==> src/rtl/sysio_hub.sv <==
// AXI4-Lite slave hub for the system I/O region: slot decode, write holding
// registers with B channel, registered read path, DECERR for empty slots.
module sysio_hub #(
    parameter int unsigned N_SLOT    = 16,
    parameter int unsigned SLOT_AW   = 8,
    parameter int unsigned SEL_LSB   = 8,
    parameter logic [31:0] SLOT_MASK = 32'h0000_801F,
    parameter int unsigned DATA_W    = 32
) (
    input  logic                       clk,
    input  logic                       rst,
    input  logic [31:0]                s_awaddr,
    input  logic                       s_awvalid,
    output logic                       s_awready,
    input  logic [DATA_W-1:0]          s_wdata,
    input  logic [DATA_W/8-1:0]        s_wstrb,
    input  logic                       s_wvalid,
    output logic                       s_wready,
    output logic [1:0]                 s_bresp,
    output logic                       s_bvalid,
    input  logic                       s_bready,
    input  logic [31:0]                s_araddr,
    input  logic                       s_arvalid,
    output logic                       s_arready,
    output logic [DATA_W-1:0]          s_rdata,
    output logic [1:0]                 s_rresp,
    output logic                       s_rvalid,
    input  logic                       s_rready,
    output logic [SLOT_AW-1:0]         p_waddr,
    output logic [DATA_W-1:0]          p_wdata,
    output logic [DATA_W/8-1:0]        p_sel,
    output logic [N_SLOT-1:0]          p_we,
    output logic [SLOT_AW-1:0]         p_raddr,
    output logic [N_SLOT-1:0]          p_rd,
    input  logic [N_SLOT*DATA_W-1:0]   p_rdata
);

    localparam int unsigned SEL_W  = $clog2(N_SLOT);
    localparam int unsigned STRB_W = DATA_W / 8;
    localparam logic [N_SLOT-1:0] ONE = N_SLOT'(1);

    typedef enum logic [1:0] {R_IDLE, R_CAP, R_RESP} rstate_e;

    function automatic logic populated(input logic [SEL_W-1:0] s);
        return SLOT_MASK[s];
    endfunction

    function automatic logic [SLOT_AW-1:0] word_addr(input logic [31:0] a);
        return {a[SLOT_AW-1:2], 2'b00};
    endfunction

    // Upper address bits are pre-decoded by the interconnect.
    logic unused_addr;
    assign unused_addr = ^{s_awaddr, s_araddr};

    logic                aw_held_q, aw_held_d;
    logic                w_held_q, w_held_d;
    logic [SEL_W-1:0]    wslot_q, wslot_d;
    logic [SLOT_AW-1:0]  waddr_q, waddr_d;
    logic [DATA_W-1:0]   wdata_q, wdata_d;
    logic [STRB_W-1:0]   wstrb_q, wstrb_d;
    logic                bvalid_q, bvalid_d;
    logic [1:0]          bresp_q, bresp_d;
    logic                aw_hs, w_hs, commit;

    assign s_awready = ~rst & ~aw_held_q;
    assign s_wready  = ~rst & ~w_held_q;
    assign aw_hs     = s_awvalid & s_awready;
    assign w_hs      = s_wvalid & s_wready;
    assign commit    = aw_held_q & w_held_q & ~bvalid_q;

    always_comb begin
        aw_held_d = aw_held_q;
        w_held_d  = w_held_q;
        wslot_d   = wslot_q;
        waddr_d   = waddr_q;
        wdata_d   = wdata_q;
        wstrb_d   = wstrb_q;
        bvalid_d  = bvalid_q;
        bresp_d   = bresp_q;
        if (aw_hs) begin
            aw_held_d = 1'b1;
            wslot_d   = s_awaddr[SEL_LSB +: SEL_W];
            waddr_d   = word_addr(s_awaddr);
        end
        if (w_hs) begin
            w_held_d = 1'b1;
            wdata_d  = s_wdata;
            wstrb_d  = s_wstrb;
        end
        if (commit) begin
            aw_held_d = 1'b0;
            w_held_d  = 1'b0;
            bvalid_d  = 1'b1;
            bresp_d   = populated(wslot_q) ? 2'b00 : 2'b11;
        end else if (bvalid_q && s_bready) begin
            bvalid_d = 1'b0;
        end
    end

    always_ff @(posedge clk or posedge rst) begin
        if (rst) begin
            aw_held_q <= 1'b0;
            w_held_q  <= 1'b0;
            wslot_q   <= '0;
            waddr_q   <= '0;
            wdata_q   <= '0;
            wstrb_q   <= '0;
            bvalid_q  <= 1'b0;
            bresp_q   <= 2'b00;
        end else begin
            aw_held_q <= aw_held_d;
            w_held_q  <= w_held_d;
            wslot_q   <= wslot_d;
            waddr_q   <= waddr_d;
            wdata_q   <= wdata_d;
            wstrb_q   <= wstrb_d;
            bvalid_q  <= bvalid_d;
            bresp_q   <= bresp_d;
        end
    end

    assign p_waddr  = waddr_q;
    assign p_wdata  = wdata_q;
    assign p_sel    = wstrb_q;
    assign p_we     = (commit && populated(wslot_q)) ? (ONE << wslot_q) : '0;
    assign s_bvalid = bvalid_q;
    assign s_bresp  = bresp_q;

    rstate_e             state_q, state_d;
    logic [SEL_W-1:0]    rslot_q, rslot_d;
    logic                rdec_q, rdec_d;
    logic [DATA_W-1:0]   rdata_q, rdata_d;
    logic [1:0]          rresp_q, rresp_d;
    logic                rvalid_q, rvalid_d;
    logic                ar_hs;
    logic [SEL_W-1:0]    ar_slot;

    assign s_arready = ~rst & ((state_q == R_IDLE) ||
                               ((state_q == R_RESP) && s_rready));
    assign ar_hs     = s_arvalid & s_arready;
    assign ar_slot   = s_araddr[SEL_LSB +: SEL_W];
    assign p_rd      = (ar_hs && populated(ar_slot)) ? (ONE << ar_slot) : '0;
    assign p_raddr   = ar_hs ? word_addr(s_araddr) : '0;

    always_comb begin
        state_d  = state_q;
        rslot_d  = rslot_q;
        rdec_d   = rdec_q;
        rdata_d  = rdata_q;
        rresp_d  = rresp_q;
        rvalid_d = rvalid_q;
        unique case (state_q)
            R_IDLE: ;
            R_CAP: begin
                rdata_d  = rdec_q ? '0 : p_rdata[rslot_q*DATA_W +: DATA_W];
                rresp_d  = rdec_q ? 2'b11 : 2'b00;
                rvalid_d = 1'b1;
                state_d  = R_RESP;
            end
            R_RESP: begin
                if (s_rready) begin
                    rvalid_d = 1'b0;
                    state_d  = R_IDLE;
                end
            end
            default: state_d = R_IDLE;
        endcase
        // An AR taken in the R beat's handshake cycle skips R_IDLE.
        if (ar_hs) begin
            state_d = R_CAP;
            rslot_d = ar_slot;
            rdec_d  = ~populated(ar_slot);
        end
    end

    always_ff @(posedge clk or posedge rst) begin
        if (rst) begin
            state_q  <= R_IDLE;
            rslot_q  <= '0;
            rdec_q   <= 1'b0;
            rdata_q  <= '0;
            rresp_q  <= 2'b00;
            rvalid_q <= 1'b0;
        end else begin
            state_q  <= state_d;
            rslot_q  <= rslot_d;
            rdec_q   <= rdec_d;
            rdata_q  <= rdata_d;
            rresp_q  <= rresp_d;
            rvalid_q <= rvalid_d;
        end
    end

    assign s_rdata  = rdata_q;
    assign s_rresp  = rresp_q;
    assign s_rvalid = rvalid_q;

endmodule

==> config.mk <==
export PLATFORM = sky130hd
export DESIGN_NAME = sysio_hub
export DESIGN_NICKNAME = d
export VERILOG_FILES = /design/src/rtl/sysio_hub.sv
export SDC_FILE = /design/constraint.sdc
export NUM_CORES = 1
export LEC_CHECK = 0
export ABC_AREA = 1
export CELL_PAD_IN_SITES_DETAIL_PLACEMENT = 1
export CELL_PAD_IN_SITES_GLOBAL_PLACEMENT = 1
export CORE_AREA = 2 2 287 289
export DETAILED_ROUTE_END_ITERATION = 16
export DIE_AREA = 0 0 289 291
export PLACE_DENSITY_LB_ADDON = 0.15
export SETUP_SLACK_MARGIN = 0.02
export SYNTH_ARGS = -nofsm -noshare
export SYNTH_HDL_FRONTEND = slang
export SYNTH_SLANG_ARGS = --single-unit
==> constraint.sdc <==
create_clock -name clk -period 3.47 [get_ports clk]
set_input_delay 0.694 -clock clk [delete_from_list [all_inputs] [get_ports clk]]
set_output_delay 0.694 -clock clk [all_outputs]
set_load 0.02 [all_outputs]
# Word-level counts from Yosys, hierarchy flattened
# Memory sizes are Yosys's and may differ from the RTL's.
# Index checks and enable logic that the tools add are counted.
# op_classes
n_lt_le_gt_ge	2
eq_ne	5
shift	3
mux	19
n_bitwise	13
n_reduce_logical	12
# op_table
operator	count
indexed part select 512 x 10 -> 32 bit	1
2-to-1 mux 16 bit	2
2-to-1 mux 32 bit	1
left shift 1 x 4 -> 16 bit (first input constant)	2
less-than comparator 4 x 6 -> 1 bit (second input constant)	2
2-to-1 mux 1 bit	9
bitwise AND 1 bit	8
2-to-1 mux 2 bit	4
2-to-1 mux 8 bit	1
nonzero test 2 bit	4
one-hot mux 2 bit (3 select lines)	1
inverter 1 bit	5
logical AND 1 bit	4
!= test 2 bit (second input constant)	2
AND reduction 2 bit	2
!= test 3 bit (second input constant)	1
equality test 2 x 1 -> 1 bit (second input constant)	1
equality test 2 bit (second input constant)	1
logical NOT 2 bit	1
one-hot mux 1 bit (2 select lines)	1
logical OR 1 bit	1
# word_totals
reg_bits	93
rom_bits	32
out_inout_bits	125
wordCells	70
mem_count	2
# memory_table
memory	words	word_bits	rd	rd_clocked_by_memory_dff	wr	line_no	source
(name not given)	16	1	1	0	0	45	return SLOT_MASK[s];
(name not given)	16	1	1	0	0	45	

# Logic depth before layout (Yosys ltp)
# logic_depth
ltp_word	7
ltp_mapped	12
mapped_depth_nobuf	9

# Least setup slack after synthesis
# No wires, ideal clock.
# synth_timing
path_type	input to output
startpoint	in rst
endpoint	out p_rd[2]
arrival_time_ns	2.108
setup_slack_ns	0.668
path_stages	4
n_path_buf	1
cell_sequence	nor3_2 > nand2_1 > buf_2 > nor4_1
# synth_between
elab_chain_cells	5
# synth_lines
item	line_no	source
start: declaration	11	input logic rst,
inverter 1 bit	139	assign s_arready = ~rst & ((state_q == R_IDLE) ||
bitwise AND 1 bit	139	
bitwise AND 1 bit	141	assign ar_hs = s_arvalid & s_arready;
logical AND 1 bit	143	assign p_rd = (ar_hs && populated(ar_slot)) ? (ONE << ar_slot) : '0;
2-to-1 mux 16 bit	143	
end: declaration	34	output logic [N_SLOT-1:0] p_rd,
# Every way passes these cells.

# Worst setup path in the final report
# layout_timing
startpoint	in s_rready
endpoint	out p_rd[3]
# layout_between
elab_chain_cells	6
# layout_lines
item	line_no	source
start: declaration	28	input logic s_rready,
logical AND 1 bit	140	((state_q == R_RESP) && s_rready));
logical OR 1 bit	139	
bitwise AND 1 bit	139	
bitwise AND 1 bit	141	
logical AND 1 bit	143	
2-to-1 mux 16 bit	143	
# Every way passes these cells.

==> summary.txt <==
Status
  • Status: finished, final reports clean

Pwr
  • Leak: 9.32 nW
  • Worst VDD drop: ~0.25 mV
  • Power Density: 449 nW/um^2

Synthesis
  • Synth async-reset ratio: 1.00
  • Xor/xnor share of the synthesized area: 0
  • Sequential share of the synthesized area: 0.220
  • Prevailing post-synth register cell: dfrtp_1
  • Unique cell type count in the Yosys netlist: 27
  • Seq cells post-synth: about 90
  • Syn Area/Cell: around 5.4 um^2
  • Number of synthesized flops with an enable pin: 0
  • Synth top area share: 0.282
  • Most frequent cells after synthesis: nand2_1 (779), inv_1 (407), nand3_1 (385)
  • Post-synthesis adder-cell area fraction: 0
  • Simple-gate portion of the synthesized area: 0.486
  • Most common cell in the netlist: nand2_1
  • Mapped Area: 10400 um^2
  • Mux cell area share after synthesis: 0.0457
  • Synth top area cells: nand2_1 (28%), dfrtp_1 (22%), nand3_1 (19%)
  • Post-synth top area cell: nand2_1
  • Largest family of logic cells by synthesized area: simple AND/OR/NAND/NOR gates
  • Compound-gate portion of the synthesized area: 0.00918
  • Cells after synthesis: ~1900
  • Synthesis Warnings: 0

Detailed routing
  • Post-route ant nets: 0
  • DRC Markers: 0
  • Router iterations before antenna repair: 4
  • Wirelength, routed: approximately 70 mm
  • Routed vias/inst: 3.82
  • Via count: 13700
  • Drt wl/cell: 19.5 um
  • Drt initial violations: about 370

Placement
  • Port Buffer Count: 675
  • Final Wtd Congestion: 0.827
  • Detailed Place HPWL: 55.5 mm

Worst hold path
  • Min-delay src: s_rdata[18]$_DFFE_PP0P_
  • Hold Path Sink: s_rdata[18]$_DFFE_PP0P_
  • Hold Path Cell Cnt: 2
  • Hold Path Class: reg -> reg

Critical path
  • Critical Path, Cell by Cell: clkdlybuf4s50_1 > nor2_1 > nor3_2 > nand2_1 > nor2_1 > inv_2 > nor3_1 > clkdlybuf4s50_1
  • R2R Setup Slk: 1.19 ns
  • CP max FO: 4
  • Startpoint types: primary input
  • FF-to-FF End: s_rdata[14]$_DFFE_PP0P_
  • Crit path max-delay cell type: clkdlybuf4s50_1
  • Critical path startpoint: s_rready
  • Worst r2r src: rslot_q[1]$_DFFE_PP0P_
  • WP depth: 8
  • Max incr delay on CP: between 0.6 and 0.7 ns
  • Crit path buf inv count: 3
  • Kind of critical path: in -> out
  • Crit end category: output pin
  • Worst reg2reg path depth: 7
  • Arrival @ worst endpoint: about 2.6 ns
  • Required @ worst endpoint: 2.78 ns
  • Top delay family on crit path: buffers and inverters

Timing
  • Worst slew margin: 0.313
  • Worst Skew: between 0.008 and 0.009 ns
  • Pins Over Slew Limit: 0
  • Fin crit period: 3.26 ns
  • RSZ-0062 raised after global routing: false
  • Worst Tran Pin Value: between 1 and 1.5 ns
  • Fmax: 306 MHz
  • Setup TNS Final: 0 ns
  • Fin. Hold Viols: 0
  • Setup violations, final: 0
  • Crit share post-route: 0.941
  • Hold WS: 0.481 ns

Job
  • Max-cap viol count: 0

Finish
  • FF/Latch Area: 2290 um^2
  • Area growth syn-to-layout: 76.9%
  • Layout fillers: between 10000 and 15000
  • Share of post-route cells with drive strength above 1: 0.0411
  • Layout Nets: 3121
  • Multi-input logic area: between 5000 and 6000 um^2

Clock tree
  • H-tree levels: 3
  • Postcts setup bufs: 0
  • Clock Path Buffers: 2
  • Root Buffer: clkbuf_16
  • Worst-path clk slew: 0.07 ns
  • CTS buffer count: 9
  • TritonCTS sink count: 91
  • Clock latency on the worst-skew pair: 0.38 ns
  • # resized after CTS: 0
  • TritonCTS clock tree: built
  • CTS Hold Bufs: 0

Floorplan
  • # rows: 105
  • Die Height: 291 um
  • I/O pin total: 744
  • Die area: 84100 um^2
  • Starting Density: 0.128
  • DIE WIDTH: 289 um
  • Core ar.: 81200 um^2

GRT
  • Grt total ovfl: 0
  • Pin count of the biggest net entering global routing: approximately 150
  • Antenna violations before repair: 21
  • GRT Overall Usage: 0.163
  • First-pass GRT wire length: ~100 mm
  • Vias in the first global route: ~15000
where the power goes:
| group | total, mW | switching [mW] | internal [mW] | leakage, nW |
|---|---|---|---|---|
| sequential | 1.85 | 0.330 | 1.52 | 1.11 |
| combinational | 5.28 | 3.01 | 2.27 | 8.06 |
| clock | 1.09 | 0.521 | 0.572 | 0.148 |
worst register-to-register path: cells and delay by family, from the launching register on:
family	cells	cell delay, ns
DFF	1	0.46
buffers and inverters	1	0.48
and+or+nand+nor	6	1.28
area by class of cell:
cell class | instances | share of cell area
antenna | 16 | 0.00219
clock buffer | 9 | 0.0123
clock inverter | 7 | 0.00444
inverter | 412 | 0.0853
multi-input combinational | 1285 | 0.311
sequential | 91 | 0.125
tap | 1070 | 0.0731
timing repair buffer | 703 | 0.387
registers in the layout, summed over array words and instances (netlist names):
name / cells
p_wdata: 32
s_rvalid: 1
w_held_q: 1
s_bvalid: 1
rslot_q: 4
state_q: 2
aw_held_q: 1
s_rdata: 32
s_bresp: 1
rdec_q: 1
s_rresp: 1
p_waddr: 6
p_sel: 4
wslot_q: 4
layer usage:
| metal | track usage | wire, um |
|---|---|---|
| met2 | 0.312 | 38100 |
| met1 | 0.177 | 26700 |
| met4 | 0.0411 | 1180 |
| met5 | 0 | 80 |
| met3 | 0.0397 | 4150 |
logic make-up after synthesis:
logic type / Yosys count
flops: 91
mux: 42
other cells: 1
simple gates: 1201
compound gates: 18
buf+inv: 554
placed cells by master, fill, tap and decap left out, types with 3 or more instances in the layout:
cell type,instances
nand2_2,3
mux2_1,3
nor4_1,6
dfrtp_4,3
nand2_1,778
buf_4,19
dfrtp_1,87
inv_6,6
inv_1,404
conb_1,24
clkdlybuf4s50_1,674
nand3_1,385
clkbuf_16,9
nor3_1,3
nor2_1,20
diode_2,16
o21ai_0,9
inv_2,4
a21oi_1,7
mux2_2,39
buf_12,9
how the worst max path moves through the flow:
stage                                  to  slack, ns
global placement                  p_rd[1]       0.13
detailed placement                p_rd[1]       0.18
global route                      p_we[4]       0.05
floorplan           aw_held_q$_DFFE_PP0P_       0.41
finish                            p_rd[3]       0.21
CTS                               p_rd[1]       0.16
stage by stage:
step                std cells  setup slack, ns  power, mW  utilization  cell area, um^2
floorplan                1930            0.412       4.60            -            10400
global placement         3561            0.131       7.26        0.221            18000
detailed placement       3561            0.182       7.31        0.221            18000
CTS                      3577            0.162       8.47        0.225            18300
global route             3589           0.0485       8.90        0.226            18300
finish                   3593            0.206       8.22        0.226            18300
Note: power is estimated with default switching activity, not from simulation.
